File: config.mk
export PLATFORM = sky130hd
export DESIGN_NAME = vga_vram_arbiter_flat
export DESIGN_NICKNAME = d
export VERILOG_FILES = /design/src/rtl/vga_vram_pkg.sv /design/src/rtl/vga_vram_arbiter_if.sv /design/src/rtl/vga_text_addr_gen.sv /design/src/rtl/vga_vram_arbiter.sv /design/src/flat_wrapper.sv
export SDC_FILE = /design/constraint.sdc
export NUM_CORES = 1
export LEC_CHECK = 0
export BUFFER_PORTS_ARGS = -buffer_cell sky130_fd_sc_hd__clkbuf_2
export CORE_ASPECT_RATIO = 1.75
export CORE_MARGIN = 8
export CORE_UTILIZATION = 59
export CTS_BUF_LIST = sky130_fd_sc_hd__clkbuf_2 sky130_fd_sc_hd__clkbuf_4 sky130_fd_sc_hd__clkbuf_8
export CTS_CLUSTER_SIZE = 16
export DETAILED_ROUTE_END_ITERATION = 8
export GPL_TIMING_DRIVEN = 0
export PLACE_DENSITY = 0.88
export SLEW_MARGIN = 40
export SYNTH_ARGS = -nofsm -noshare
export SYNTH_HDL_FRONTEND = slang
export SYNTH_HIERARCHICAL = 1
export SYNTH_SLANG_ARGS = --single-unit
export TNS_END_PERCENT = 30
File: constraint.sdc
create_clock -name clk -period 3.5 [get_ports clk]
set_input_delay 0.175 -clock clk [delete_from_list [all_inputs] [get_ports clk]]
set_output_delay 0.175 -clock clk [all_outputs]
set_load 0.005 [all_outputs]
File: src/rtl/vga_vram_pkg.sv
// Shared types and constants for the text-mode VRAM arbiter: access tags that
// follow each RAM access down the read pipeline, and host FSM states.
package vga_vram_pkg;

    typedef enum logic [1:0] {
        TAG_NONE,
        TAG_DISP,
        TAG_HOST
    } acc_tag_e;

    typedef enum logic [1:0] {
        ST_IDLE,
        ST_WAIT1,
        ST_WAIT2,
        ST_ACK
    } host_state_e;

    // Cycles from a display slot to its cell_valid pulse.
    localparam int FETCH_LAT = 3;

    function automatic int clog2(input int value);
        int r;
        r = 0;
        for (int i = 0; i < 31; i++) begin
            if ((32'sd1 << i) < value) begin
                r = i + 1;
            end
        end
        return r;
    endfunction

endpackage

File: src/rtl/vga_vram_arbiter_if.sv
// Host request/response bus into the VRAM arbiter: master is the CPU/loader,
// slave is the arbiter.
interface vga_vram_arbiter_if #(
    parameter int ADDR_WIDTH = 16,
    parameter int DATA_WIDTH = 16
);
    logic                  host_req;
    logic                  host_we;
    logic [ADDR_WIDTH-1:0] host_addr;
    logic [DATA_WIDTH-1:0] host_wdata;
    logic                  host_ack;
    logic [DATA_WIDTH-1:0] host_rdata;

    modport master (
        output host_req,
        output host_we,
        output host_addr,
        output host_wdata,
        input  host_ack,
        input  host_rdata
    );

    modport slave (
        input  host_req,
        input  host_we,
        input  host_addr,
        input  host_wdata,
        output host_ack,
        output host_rdata
    );
endinterface

File: src/rtl/vga_text_addr_gen.sv
// Text-cell address generator: tracks the 8-cycle phase within the fetch
// window, the column, and the scanline/row position, and flags display slots.
module vga_text_addr_gen
    import vga_vram_pkg::*;
#(
    parameter int ADDR_WIDTH = 16,
    parameter int COLS       = 100,
    parameter int CELL_H     = 16
) (
    input  logic                        clk,
    input  logic                        reset,
    input  logic                        frame_start,
    input  logic                        fetch_en,
    output logic                        disp_slot,
    output logic [ADDR_WIDTH-1:0]       disp_addr,
    output logic [clog2(CELL_H)-1:0]    font_row
);

    localparam int FR_W  = clog2(CELL_H);
    localparam int COL_W = clog2(COLS + 1);

    logic [2:0]            ph_reg, ph_next;
    logic [COL_W-1:0]      col_reg, col_next;
    logic [FR_W-1:0]       font_row_reg, font_row_next;
    logic [ADDR_WIDTH-1:0] row_base_reg, row_base_next;
    logic                  fetch_en_d_reg;
    logic                  line_end;

    // col saturates at COLS, so an over-long window yields no extra slots.
    assign disp_slot = fetch_en && (ph_reg == 3'd0) && (col_reg < COL_W'(COLS));
    assign disp_addr = row_base_reg + ADDR_WIDTH'(col_reg);
    assign line_end  = fetch_en_d_reg && !fetch_en;
    assign font_row  = font_row_reg;

    always_comb begin
        ph_next       = fetch_en ? (ph_reg + 3'd1) : 3'd0;
        col_next      = col_reg;
        font_row_next = font_row_reg;
        row_base_next = row_base_reg;
        if (frame_start) begin
            col_next      = '0;
            font_row_next = '0;
            row_base_next = '0;
        end else if (line_end) begin
            col_next = '0;
            if (font_row_reg == FR_W'(CELL_H - 1)) begin
                font_row_next = '0;
                row_base_next = row_base_reg + ADDR_WIDTH'(COLS);
            end else begin
                font_row_next = font_row_reg + 1'b1;
            end
        end else if (disp_slot) begin
            col_next = col_reg + 1'b1;
        end
    end

    always_ff @(posedge clk or posedge reset) begin
        if (reset) begin
            ph_reg         <= '0;
            col_reg        <= '0;
            font_row_reg   <= '0;
            row_base_reg   <= '0;
            fetch_en_d_reg <= 1'b0;
        end else begin
            ph_reg         <= ph_next;
            col_reg        <= col_next;
            font_row_reg   <= font_row_next;
            row_base_reg   <= row_base_next;
            fetch_en_d_reg <= fetch_en;
        end
    end

endmodule

File: src/rtl/vga_vram_arbiter.sv
// Single-port VRAM arbiter: display fetch owns one fixed slot per 8-pixel
// cell, the host gets every other cycle through a 4-state request FSM.
module vga_vram_arbiter
    import vga_vram_pkg::*;
#(
    parameter int ADDR_WIDTH = 16,
    parameter int DATA_WIDTH = 16,
    parameter int COLS       = 100,
    parameter int CELL_H     = 16
) (
    input  logic                     clk,
    input  logic                     reset,
    input  logic                     frame_start,
    input  logic                     fetch_en,
    output logic [DATA_WIDTH-1:0]    cell_data,
    output logic                     cell_valid,
    output logic [clog2(CELL_H)-1:0] font_row,
    vga_vram_arbiter_if.slave        hbus,
    output logic [ADDR_WIDTH-1:0]    ram_addr,
    output logic                     ram_we,
    output logic [DATA_WIDTH-1:0]    ram_wdata,
    input  logic [DATA_WIDTH-1:0]    ram_rdata
);

    logic                  disp_slot;
    logic [ADDR_WIDTH-1:0] disp_addr;

    host_state_e state_reg, state_next;
    logic        host_grant;

    acc_tag_e              tag_s1_reg, tag_s2_reg;
    logic                  host_write_reg;
    logic [ADDR_WIDTH-1:0] ram_addr_reg;
    logic                  ram_we_reg;
    logic [DATA_WIDTH-1:0] ram_wdata_reg;
    logic [DATA_WIDTH-1:0] cell_data_reg;
    logic                  cell_valid_reg;
    logic                  host_ack_reg;
    logic [DATA_WIDTH-1:0] host_rdata_reg;

    vga_text_addr_gen #(
        .ADDR_WIDTH (ADDR_WIDTH),
        .COLS       (COLS),
        .CELL_H     (CELL_H)
    ) u_addr_gen (
        .clk         (clk),
        .reset       (reset),
        .frame_start (frame_start),
        .fetch_en    (fetch_en),
        .disp_slot   (disp_slot),
        .disp_addr   (disp_addr),
        .font_row    (font_row)
    );

    // A grant is only possible from IDLE, and IDLE is never revisited within
    // 4 cycles, so the host can never own two back-to-back RAM cycles.
    always_comb begin
        state_next = state_reg;
        host_grant = 1'b0;
        case (state_reg)
            ST_IDLE: begin
                if (hbus.host_req && !disp_slot) begin
                    host_grant = 1'b1;
                    state_next = ST_WAIT1;
                end
            end
            ST_WAIT1: state_next = ST_WAIT2;
            ST_WAIT2: state_next = ST_ACK;
            ST_ACK:   state_next = ST_IDLE;
            default:  state_next = ST_IDLE;
        endcase
    end

    always_ff @(posedge clk or posedge reset) begin
        if (reset) begin
            state_reg <= ST_IDLE;
        end else begin
            state_reg <= state_next;
        end
    end

    always_ff @(posedge clk or posedge reset) begin
        if (reset) begin
            tag_s1_reg     <= TAG_NONE;
            tag_s2_reg     <= TAG_NONE;
            host_write_reg <= 1'b0;
            ram_addr_reg   <= '0;
            ram_we_reg     <= 1'b0;
            ram_wdata_reg  <= '0;
            cell_data_reg  <= '0;
            cell_valid_reg <= 1'b0;
            host_ack_reg   <= 1'b0;
            host_rdata_reg <= '0;
        end else begin
            ram_we_reg <= 1'b0;
            tag_s1_reg <= TAG_NONE;
            if (disp_slot) begin
                ram_addr_reg <= disp_addr;
                tag_s1_reg   <= TAG_DISP;
            end else if (host_grant) begin
                ram_addr_reg   <= hbus.host_addr;
                ram_we_reg     <= hbus.host_we;
                ram_wdata_reg  <= hbus.host_wdata;
                host_write_reg <= hbus.host_we;
                tag_s1_reg     <= TAG_HOST;
            end

            // Tag stage 2 lines up with the RAM's registered read data.
            tag_s2_reg     <= tag_s1_reg;
            cell_valid_reg <= 1'b0;
            if (tag_s2_reg == TAG_DISP) begin
                cell_data_reg  <= ram_rdata;
                cell_valid_reg <= 1'b1;
            end
            if ((tag_s2_reg == TAG_HOST) && !host_write_reg) begin
                host_rdata_reg <= ram_rdata;
            end
            host_ack_reg <= (state_reg == ST_WAIT2);
        end
    end

    assign ram_addr        = ram_addr_reg;
    assign ram_we          = ram_we_reg;
    assign ram_wdata       = ram_wdata_reg;
    assign cell_data       = cell_data_reg;
    assign cell_valid      = cell_valid_reg;
    assign hbus.host_ack   = host_ack_reg;
    assign hbus.host_rdata = host_rdata_reg;

endmodule

File: src/flat_wrapper.sv
// flat-port wrapper written by rule: the top's interface ports become plain ports
module vga_vram_arbiter_flat import vga_vram_pkg::*;
#(
    parameter int ADDR_WIDTH = 16,
    parameter int DATA_WIDTH = 16,
    parameter int COLS       = 100,
    parameter int CELL_H     = 16
)
  (clk, reset, frame_start, fetch_en, cell_data, cell_valid, font_row, ram_addr, ram_we, ram_wdata, ram_rdata, hbus_host_req, hbus_host_we, hbus_host_addr, hbus_host_wdata, hbus_host_ack, hbus_host_rdata);
  vga_vram_arbiter_if #(.ADDR_WIDTH(ADDR_WIDTH), .DATA_WIDTH(DATA_WIDTH)) hbus_i ();
  input  logic clk;
  input  logic reset;
  input  logic frame_start;
  input  logic fetch_en;
  output logic [DATA_WIDTH-1:0] cell_data;
  output logic cell_valid;
  output logic [clog2(CELL_H)-1:0] font_row;
  output logic [ADDR_WIDTH-1:0] ram_addr;
  output logic ram_we;
  output logic [DATA_WIDTH-1:0] ram_wdata;
  input  logic [DATA_WIDTH-1:0] ram_rdata;
  input wire logic [$bits(hbus_i.host_req)-1:0] hbus_host_req;
  input wire logic [$bits(hbus_i.host_we)-1:0] hbus_host_we;
  input wire logic [$bits(hbus_i.host_addr)-1:0] hbus_host_addr;
  input wire logic [$bits(hbus_i.host_wdata)-1:0] hbus_host_wdata;
  output wire logic [$bits(hbus_i.host_ack)-1:0] hbus_host_ack;
  output wire logic [$bits(hbus_i.host_rdata)-1:0] hbus_host_rdata;
  assign hbus_i.host_req = hbus_host_req;
  assign hbus_i.host_we = hbus_host_we;
  assign hbus_i.host_addr = hbus_host_addr;
  assign hbus_i.host_wdata = hbus_host_wdata;
  assign hbus_host_ack = hbus_i.host_ack;
  assign hbus_host_rdata = hbus_i.host_rdata;
  vga_vram_arbiter #(.ADDR_WIDTH(ADDR_WIDTH), .DATA_WIDTH(DATA_WIDTH), .COLS(COLS), .CELL_H(CELL_H)) u_core (.clk(clk), .reset(reset), .frame_start(frame_start), .fetch_en(fetch_en), .cell_data(cell_data), .cell_valid(cell_valid), .font_row(font_row), .hbus(hbus_i), .ram_addr(ram_addr), .ram_we(ram_we), .ram_wdata(ram_wdata), .ram_rdata(ram_rdata));
endmodule
# == Yosys cells after proc, flatten, opt, wreduce, memory -nomap -nowiden ==
# Cells that the tools add are included.
# op_classes
n_reduce_logical,16
mul,0
eq_ne,7
addsub,5
mux,21
order_cmp,1
div,0
shift,0
bitwise,1
# ops
op,n
$mux W16,5
$mux W7,3
$add A16 B7 Y16,1
$add A16 B7 Y16 const B,1
$mux W4,3
$pmux W2 S4,1
$add A7 B1 Y7 const B,1
$lt A7 B7 Y1 const B,1
$eq A2 B2 Y1 const B,3
$mux W2,3
$reduce_bool A2 Y1,3
$logic_and A1 B1 Y1,5
$mux W1,5
$add A4 B1 Y4 const B,1
$eq A2 B1 Y1 const B,2
$eq A4 B4 Y1 const B,1
$reduce_and A2 Y1,2
$add A3 B1 Y3 const B,1
$logic_not A1 Y1,3
$logic_not A3 Y1,1
$mux W3,1
$reduce_bool A3 Y1,1
$logic_not A2 Y1,1
$ne A2 B1 Y1 const B,1
$not A1 Y1,1
# totals
register_bits,105
latch_bits,0
ram_bits,0
word_cells,67
inputBits,54
out_inout_bits,71
memories,0
rom_bits,0

# == Longest topological paths before layout ==
# Gate-level depths: netlist of the first run.
# depth
depth_word,9
ltp_mapped,9
depth_no_buf,8

# == Modules after synthesis ==
# Netlist of the first run, hierarchy kept.
# by_module_without_submodules
module,cells_each,n_inst,seq_area_each_um2,area_each_um2
vga_vram_arbiter,198,1,1851.8,2930.3
vga_text_addr_gen,179,1,725.7,1720.4

# == Worst setup path after synthesis of the first run ==
# Ideal clock, no wire load.
# synth_path
path_type,register to register
from,register u_core.u_addr_gen.col_reg[3]
to,"register u_core.ram_wdata_reg[0], in the netlist u_core/ram_wdata[0]"
stages_incl_launch_ff,7
setup_slack_ns,1.447
required_time_ns,3.375
synth_period_minus_slack_ns,2.053
arrival_ns,1.928
path_cell_list,dfrtp_1 > or3_1 > a31oi_2 > nand3b_1 > buf_6 > buf_6 > mux2_4
# synth_between
elab_chain_cells,7
# synth_rtl
element,line,source
from (decl),vga_text_addr_gen.sv:23,"logic [COL_W-1:0] col_reg, col_next;"
from (signal assigned),vga_text_addr_gen.sv:66,col_reg <= col_next;
$lt A7 B7 Y1 (*),vga_text_addr_gen.sv:30,assign disp_slot = fetch_en && (ph_reg == 3'd0) && (col_reg < COL_W'(COLS));
$logic_and A1 B1 Y1 (*),vga_text_addr_gen.sv:30,
net u_core.disp_slot,vga_vram_arbiter.sv:25,logic disp_slot;
$logic_not A1 Y1,vga_vram_arbiter.sv:62,if (hbus.host_req && !disp_slot) begin
$logic_and A1 B1 Y1,vga_vram_arbiter.sv:62,
$mux W1,vga_vram_arbiter.sv:62,
$mux W1,vga_vram_arbiter.sv:60,case (state_reg)
$reduce_and A2 Y1 (no line) (*),--,
to (signal assigned),vga_vram_arbiter.sv:103,ram_wdata_reg <= hbus.host_wdata;
to (decl),vga_vram_arbiter.sv:35,logic [DATA_WIDTH-1:0] ram_wdata_reg;
# Mark *: on every way through the listed nets, which the timed path passes. The rest lies on a longest branch.
# A chain may end at the register's enable or synchronous reset.

# == Worst setup path in the final report of the first run ==
# layout_path
from,register u_core.u_addr_gen.col_reg[3]
to,"register u_core.ram_wdata_reg[5], in the netlist u_core/ram_wdata[5]"
# Same word-level chain as after synthesis.

==> results.yml, run 1 <==
grt:
  gr-usage-all-layers: 0.198
  grt_max_degree: 65
  gr-max-usage-layer: "met2"
  antenna_found_initial: 0
  grt_pass1_vias: 3541
  met3_usage: 0.0593
  grt_util_met2: 0.346
  grt.overflow.total: 0
  grt_pass1_wl_um: 17700
  met1_usage: 0.211
critical_path:
  arrival_ns: 2.68
  cp_top_family: "simple AND/OR/NAND/NOR gates"
  crit_end: "u_core/ram_wdata[5]$_DFFE_PP0P_"
  path_cells: "or3_1, a31oi_2, nand3b_1, buf_6, buf_6, mux2_4"
  rr_startpoint: "u_core/u_addr_gen/col_reg[3]$_DFFE_PP0P_"
  critPathRequiredTime_ns: 3.76
  path_max_fanout: 11
  worst-path-buf-inv: 2
  critPathSlowestCell: "a31oi_2"
  worstReg2RegEnd: "u_core/ram_wdata[5]$_DFFE_PP0P_"
  crit_path_frequent_cell: "buf_6"
  cp.depth: 6
  rrSetupSlack_ns: 1.08
  critical_path.startpoint: "u_core/u_addr_gen/col_reg[3]$_DFFE_PP0P_"
  endpoint_kind: "flip-flop"
  ff2ff_path_depth: 6
  slowest_delay_ns: 0.59
  crit_type: "reg -> reg"
  cp-start-kind: "flip-flop"
cells_and_area:
  num-nets-final: 582
  drive_gt1_frac: 0.405
  final_common_cell: "clkbuf_2"
  final_cell_mix: "124 x clkbuf_2, 103 x dfrtp_1, 42 x mux2_2"
  diodes: 0
  area_growth_pct: 21.3
  final_cells: 609
  regArea_sq_um: 2580
  nFillCells: 515
  multiInputGateArea_sq_um: 1930
floorplanning:
  core_sq_um: 7800
  die_w_um: 83.1
  num_rows: 43
  initial_core_util: 0.596
  ioPinCount: 125
  die_y_um: 133
  die_area_sq_um: 11100
cts:
  postCtsSetupRepairBufs: 0
  cts_root_buf: "clkbuf_8"
  clockBufferDepth: 2
  cts_made_buffers: 9
  post_cts_resized: 0
  cts_hold_buf: 2
  cts_tree: "built"
  insertion_delay_ns: 0.37
  path_clk_slew_ns: 0.09
  cts.htree.levels: 3
  clock-sinks: 103
route:
  wire_per_inst_um: 17.3
  detail_route.first_pass.iterations: 4
  num_vias: 3365
  avgViaCountPerCell: 5.53
  drtIter0Drc: 89
  drtAntennaViolNets: 0
  drc: 0
  routed_wl_um: 10500
sta:
  hold_violations: 0
  worst_pin_slew_ns: 0.661
  slew_viol_final: 0
  fmax_mhz: 414
  relSlewSlack: 0.558
  fin_crit_ns: 2.42
  fin_worst_skew_ns: 0.00707
  tns_ns: 0
  fin_hold_ws_ns: 0.0230
  setup_ws_ns: 1.08
  period_share: 0.691
  rsz0062_at_grt: "false"
  setup_viol: 0
hold_path:
  min_path_type: "in -> reg"
status:
  status: "complete, no violations"
flow_run:
  max_cap_viol_count: 0
place:
  dp.final_hpwl_um: 8370
  io_buffers: 124
  dpl.cell_count: 592
  pre_cts_ws_ns: 1.07
  routabilityCongestion: 0.772
power_and_ir_drop:
  p_leak_nw: 2.87
  finalPower_mw: 3.65
  power_density_nw_per_um2: 647
  ir_drop_v: 0.000402
synthesis:
  synth_area_leaders: "dfrtp_1 55%, mux2_2 10%, mux2i_1 3.9%"
  syn_inst: 377
  synth.distinct_cells: 41
  syn_avg_cell_area_sq_um: 12.3
  syn_area_sq_um: 4650
  yosysTopAreaCell: "dfrtp_1"
  ys_seq_area_frac: 0.554
  syn_nets: 444
  yosysWarnings: 6
  synth_seq_cells: 103
  synth_top_area_share: 0.554
## logic make-up after synthesis
group	after synthesis	synth area share
AND/OR/NAND/NOR	98	0.108
XOR/XNOR	30	0.0565
AO/OA/AOI/OAI	40	0.0514
adder cells (fa/ha/maj)	13	0.0350
multiplexers	67	0.163
buffers and inverters	26	0.0323
flip-flops	103	0.554
## worst min-delay path, stage by stage
cell	delay [ns]
clkbuf_2	0.09
inv_1	0.05
nor2_1	0.05
## metal layers
| metal | share of wire | up-vias |
|---|---|---|
| met5 | 0 | - |
| met4 | 0.024 | 0 |
| met3 | 0.063 | 14 |
| met2 | 0.54 | 125 |
| met1 | 0.38 | 1653 |
| li1 | - | 1573 |
## cell usage after synthesis
cell type	instances
dfrtp_1	103
mux2_2	42
nand2_1	29
nor2_1	27
o21ai_0	21
xnor2_1	20
mux2i_1	18
ha_1	13
inv_1	11
nor3_1	10
xor2_1	10
a21oi_1	7
mux2_4	7
clkbuf_1	6
buf_6	5
buf_4	4
nor2b_1	4
nand2b_1	3
nand3_1	3
nor4_1	3
or3_1	3
a211oi_1	2
a21oi_2	2
a31oi_1	2
and2_1	2
and3_1	2
nand3b_1	2
nand4_1	2
nor4_2	2
a211o_1	1
a21o_1	1
a311oi_1	1
a31oi_2	1
a41oi_1	1
and2b_2	1
and4b_1	1
nand2_2	1
nor3b_1	1
nor3b_4	1
nor4b_2	1
o21bai_1	1
## report_power, final
group / switching [mW] / internal (mW) / total, mW / leakage, nW
Clock: 0.394 / 0.358 / 0.752 / 0.0994
Sequential: 0.200 / 1.56 / 1.76 / 1.31
Combinational: 0.505 / 0.638 / 1.14 / 1.46
## how the worst min path moves through the flow
stage / slack, ns / end / from / cells after the start
final: 0.02 / u_core/ram_we$_DFF_PP0_ / hbus_host_we / 3
after global routing: 0.02 / u_core/ram_wdata[13]$_DFFE_PP0P_ / hbus_host_wdata[13] / 2
after CTS: 0.002 / u_core/ram_we$_DFF_PP0_ / hbus_host_we / 3
after detailed placement: 0.11 / u_core/ram_addr[1]$_DFFE_PP0P_ / reset / 2
after global placement: 0.33 / u_core/tag_s2_reg[0]$_DFF_PP0_ / u_core/tag_s1_reg[0]$_DFF_PP0_ / 0
after floorplan: 0.21 / u_core/u_addr_gen/fetch_en_d_reg$_DFF_PP0_ / fetch_en / 0
## area by class of cell
type	count	share of cell area
inverters	11	0.00820
well taps	90	0.0200
repair buffers	127	0.118
clock buffers	11	0.0257
clock inverters	4	0.00976
flip-flops and latches	103	0.457
multi-input cells	248	0.342
plain buffers	15	0.0193
## through the flow
step                utilization  area [sq um]
floorplan                     -          4650
finish                    0.723          5640
global placement          0.690          5380
global route              0.723          5640
CTS                       0.723          5640
detailed placement        0.695          5420
Note: power is estimated with default switching activity, not from simulation.
==> inputs of run 2 (changes only) <==
CORE_UTILIZATION = 54   (was 59)
PLACE_DENSITY = 0.82   (was 0.88)
clock period = 2.5 ns   (was 3.5 ns; I/O delays follow)
==> results.yml, run 2 (synthesis gave the netlist of run 1 again) <==
route:
  drtIter0Drc: 126
  routed_wl_um: 12100
  wire_per_inst_um: 18.1
  num_vias: 3529
  avgViaCountPerCell: 5.28
  drtAntennaViolNets: 0
  drc: 0
  detail_route.first_pass.iterations: 4
sta:
  rsz0062_at_grt: "false"
  fmax_mhz: 449
  slew_viol_final: 0
  setup_ws_ns: 0.272
  fin_worst_skew_ns: 0.0159
  fin_hold_ws_ns: 0.0279
  period_share: 0.891
  relSlewSlack: 0.606
  setup_viol: 0
  fin_crit_ns: 2.23
  hold_violations: 0
  worst_pin_slew_ns: 0.590
cts:
  clockBufferDepth: 2
  cts_made_buffers: 9
  insertion_delay_ns: 0.38
  cts.htree.levels: 3
  postCtsSetupRepairBufs: 0
  cts_tree: "built"
  path_clk_slew_ns: 0.11
  cts_root_buf: "clkbuf_8"
  clock-sinks: 103
cells_and_area:
  diodes: 0
  final_common_cell: "clkbuf_2"
  design_area_sq_um: 6020
  multiInputGateArea_sq_um: 1940
  area_growth_pct: 29.4
  nFillCells: 542
  final_cell_mix: "124 x clkbuf_2, 103 x dfrtp_1, 42 x mux2_2"
  final_cells: 669
  regArea_sq_um: 2580
  num-nets-final: 614
  drive_gt1_frac: 0.382
place:
  dpl.cell_count: 619
  io_buffers: 124
  routabilityCongestion: 0.770
  placed_area_sq_um: 5460
  dp.final_hpwl_um: 7960
  pre_cts_ws_ns: 0.0928
critical_path:
  rrSetupSlack_ns: 0.27
  crit_path_frequent_cell: "buf_6"
  arrival_ns: 2.49
  path_max_fanout: 11
  crit_type: "reg -> reg"
  cp-start-kind: "flip-flop"
  slowest_delay_ns: 0.43
  path_cells: "or3_1, a31oi_4, nand3b_1, buf_6, buf_6, mux2_4"
  critPathRequiredTime_ns: 2.76
  critPathSlowestCell: "dfrtp_1"
  endpoint_kind: "flip-flop"
power_and_ir_drop:
  seq_power_share: 0.473
  p_sw_frac: 0.317
  p_switching_mw: 1.68
  ir_drop_v: 0.000406
  p_leak_nw: 3.00
  finalPower_mw: 5.29
  clkPwrFrac: 0.207
  power_density_nw_per_um2: 879
  internal_power_mw: 3.61
  pwr-share-comb: 0.320
floorplanning:
  die_y_um: 139
  num_rows: 45
  core_sq_um: 8500
  die_w_um: 86.2
  die_area_sq_um: 12000
  initial_core_util: 0.547
  ioPinCount: 125
status:
  status: "complete, no violations"
hold_path:
  min_path_type: "in -> reg"
grt:
  antenna_found_initial: 0
  grt_pass1_vias: 3794
  grt.overflow.total: 0
  gr-usage-all-layers: 0.210
  grt_max_degree: 65
  grt_pass1_wl_um: 19800
flow_run:
  max_cap_viol_count: 0
run 2: layer usage:
layer | share of wire | GRT usage
met1 | 0.37 | 0.226
met2 | 0.54 | 0.380
met3 | 0.065 | 0.0487
met4 | 0.020 | 0.0799
met5 | 0 | 0
run 2: worst max-delay path: cells and delay by family (launching register included):
kind / cells / cell delay [ns]
AND/OR/NAND/NOR: 2 / 0.60
flip-flops: 1 / 0.43
AO/OA/AOI/OAI: 1 / 0.41
buffers and inverters: 2 / 0.35
multiplexers: 1 / 0.32
run 2: worst paths after layout:
kind,endpoint,startpoint,cells after the start
setup / recovery,u_core/ram_wdata[0]$_DFFE_PP0P_,u_core/u_addr_gen/col_reg[3]$_DFFE_PP0P_,6
hold / removal,u_core/cell_data[0]$_DFFE_PP0P_,ram_rdata[0],2
setup reg to reg,u_core/ram_wdata[0]$_DFFE_PP0P_,u_core/u_addr_gen/col_reg[3]$_DFFE_PP0P_,6
hold reg to reg,u_core/tag_s2_reg[1]$_DFF_PP0_,u_core/tag_s1_reg[1]$_DFF_PP0_,0
max in group asynchronous,u_core/u_addr_gen/row_base_reg[15]$_DFFE_PP0N_,reset,3
min in group asynchronous,u_core/cell_data[3]$_DFFE_PP0P_,reset,3
run 2: final cells by class:
cell class | instances | share of cell area
sequential | 103 | 0.428
multi-input combinational | 248 | 0.322
timing repair buffer | 159 | 0.164
tap | 117 | 0.0243
clock buffer | 10 | 0.0229
buffer | 15 | 0.0181
clock inverter | 6 | 0.0127
inverter | 11 | 0.00769
run 2: timing repair:
| action | CTS | global route |
|---|---|---|
| hold buffers | 34 | 0 |
| endpoints found under the hold margin | 149 | 0 |
| endpoints found under the setup margin | 0 | 5 |
| gates resized for setup | 0 | 1 |
run 2: power by group through the flow:
| stage | logic (mW) | registers, mW | clock network (mW) |
|---|---|---|---|
| 2_1_floorplan | 0.824 | 2.50 | 0 |
| 3_3_place_gp | 1.54 | 2.46 | 0 |
| 3_5_place_dp | 1.60 | 2.49 | 0 |
| 4_1_cts | 1.66 | 2.46 | 1.12 |
| 5_1_grt | 1.82 | 2.56 | 1.19 |
| 6_report | 1.69 | 2.50 | 1.09 |
run 2: per-stage QoR:
stage	setup TNS, ns	util
after floorplan	0	-
after global placement	-14.41	0.637
after global routing	0	0.708
after CTS	0	0.707
after detailed placement	0	0.642
final	0	0.708
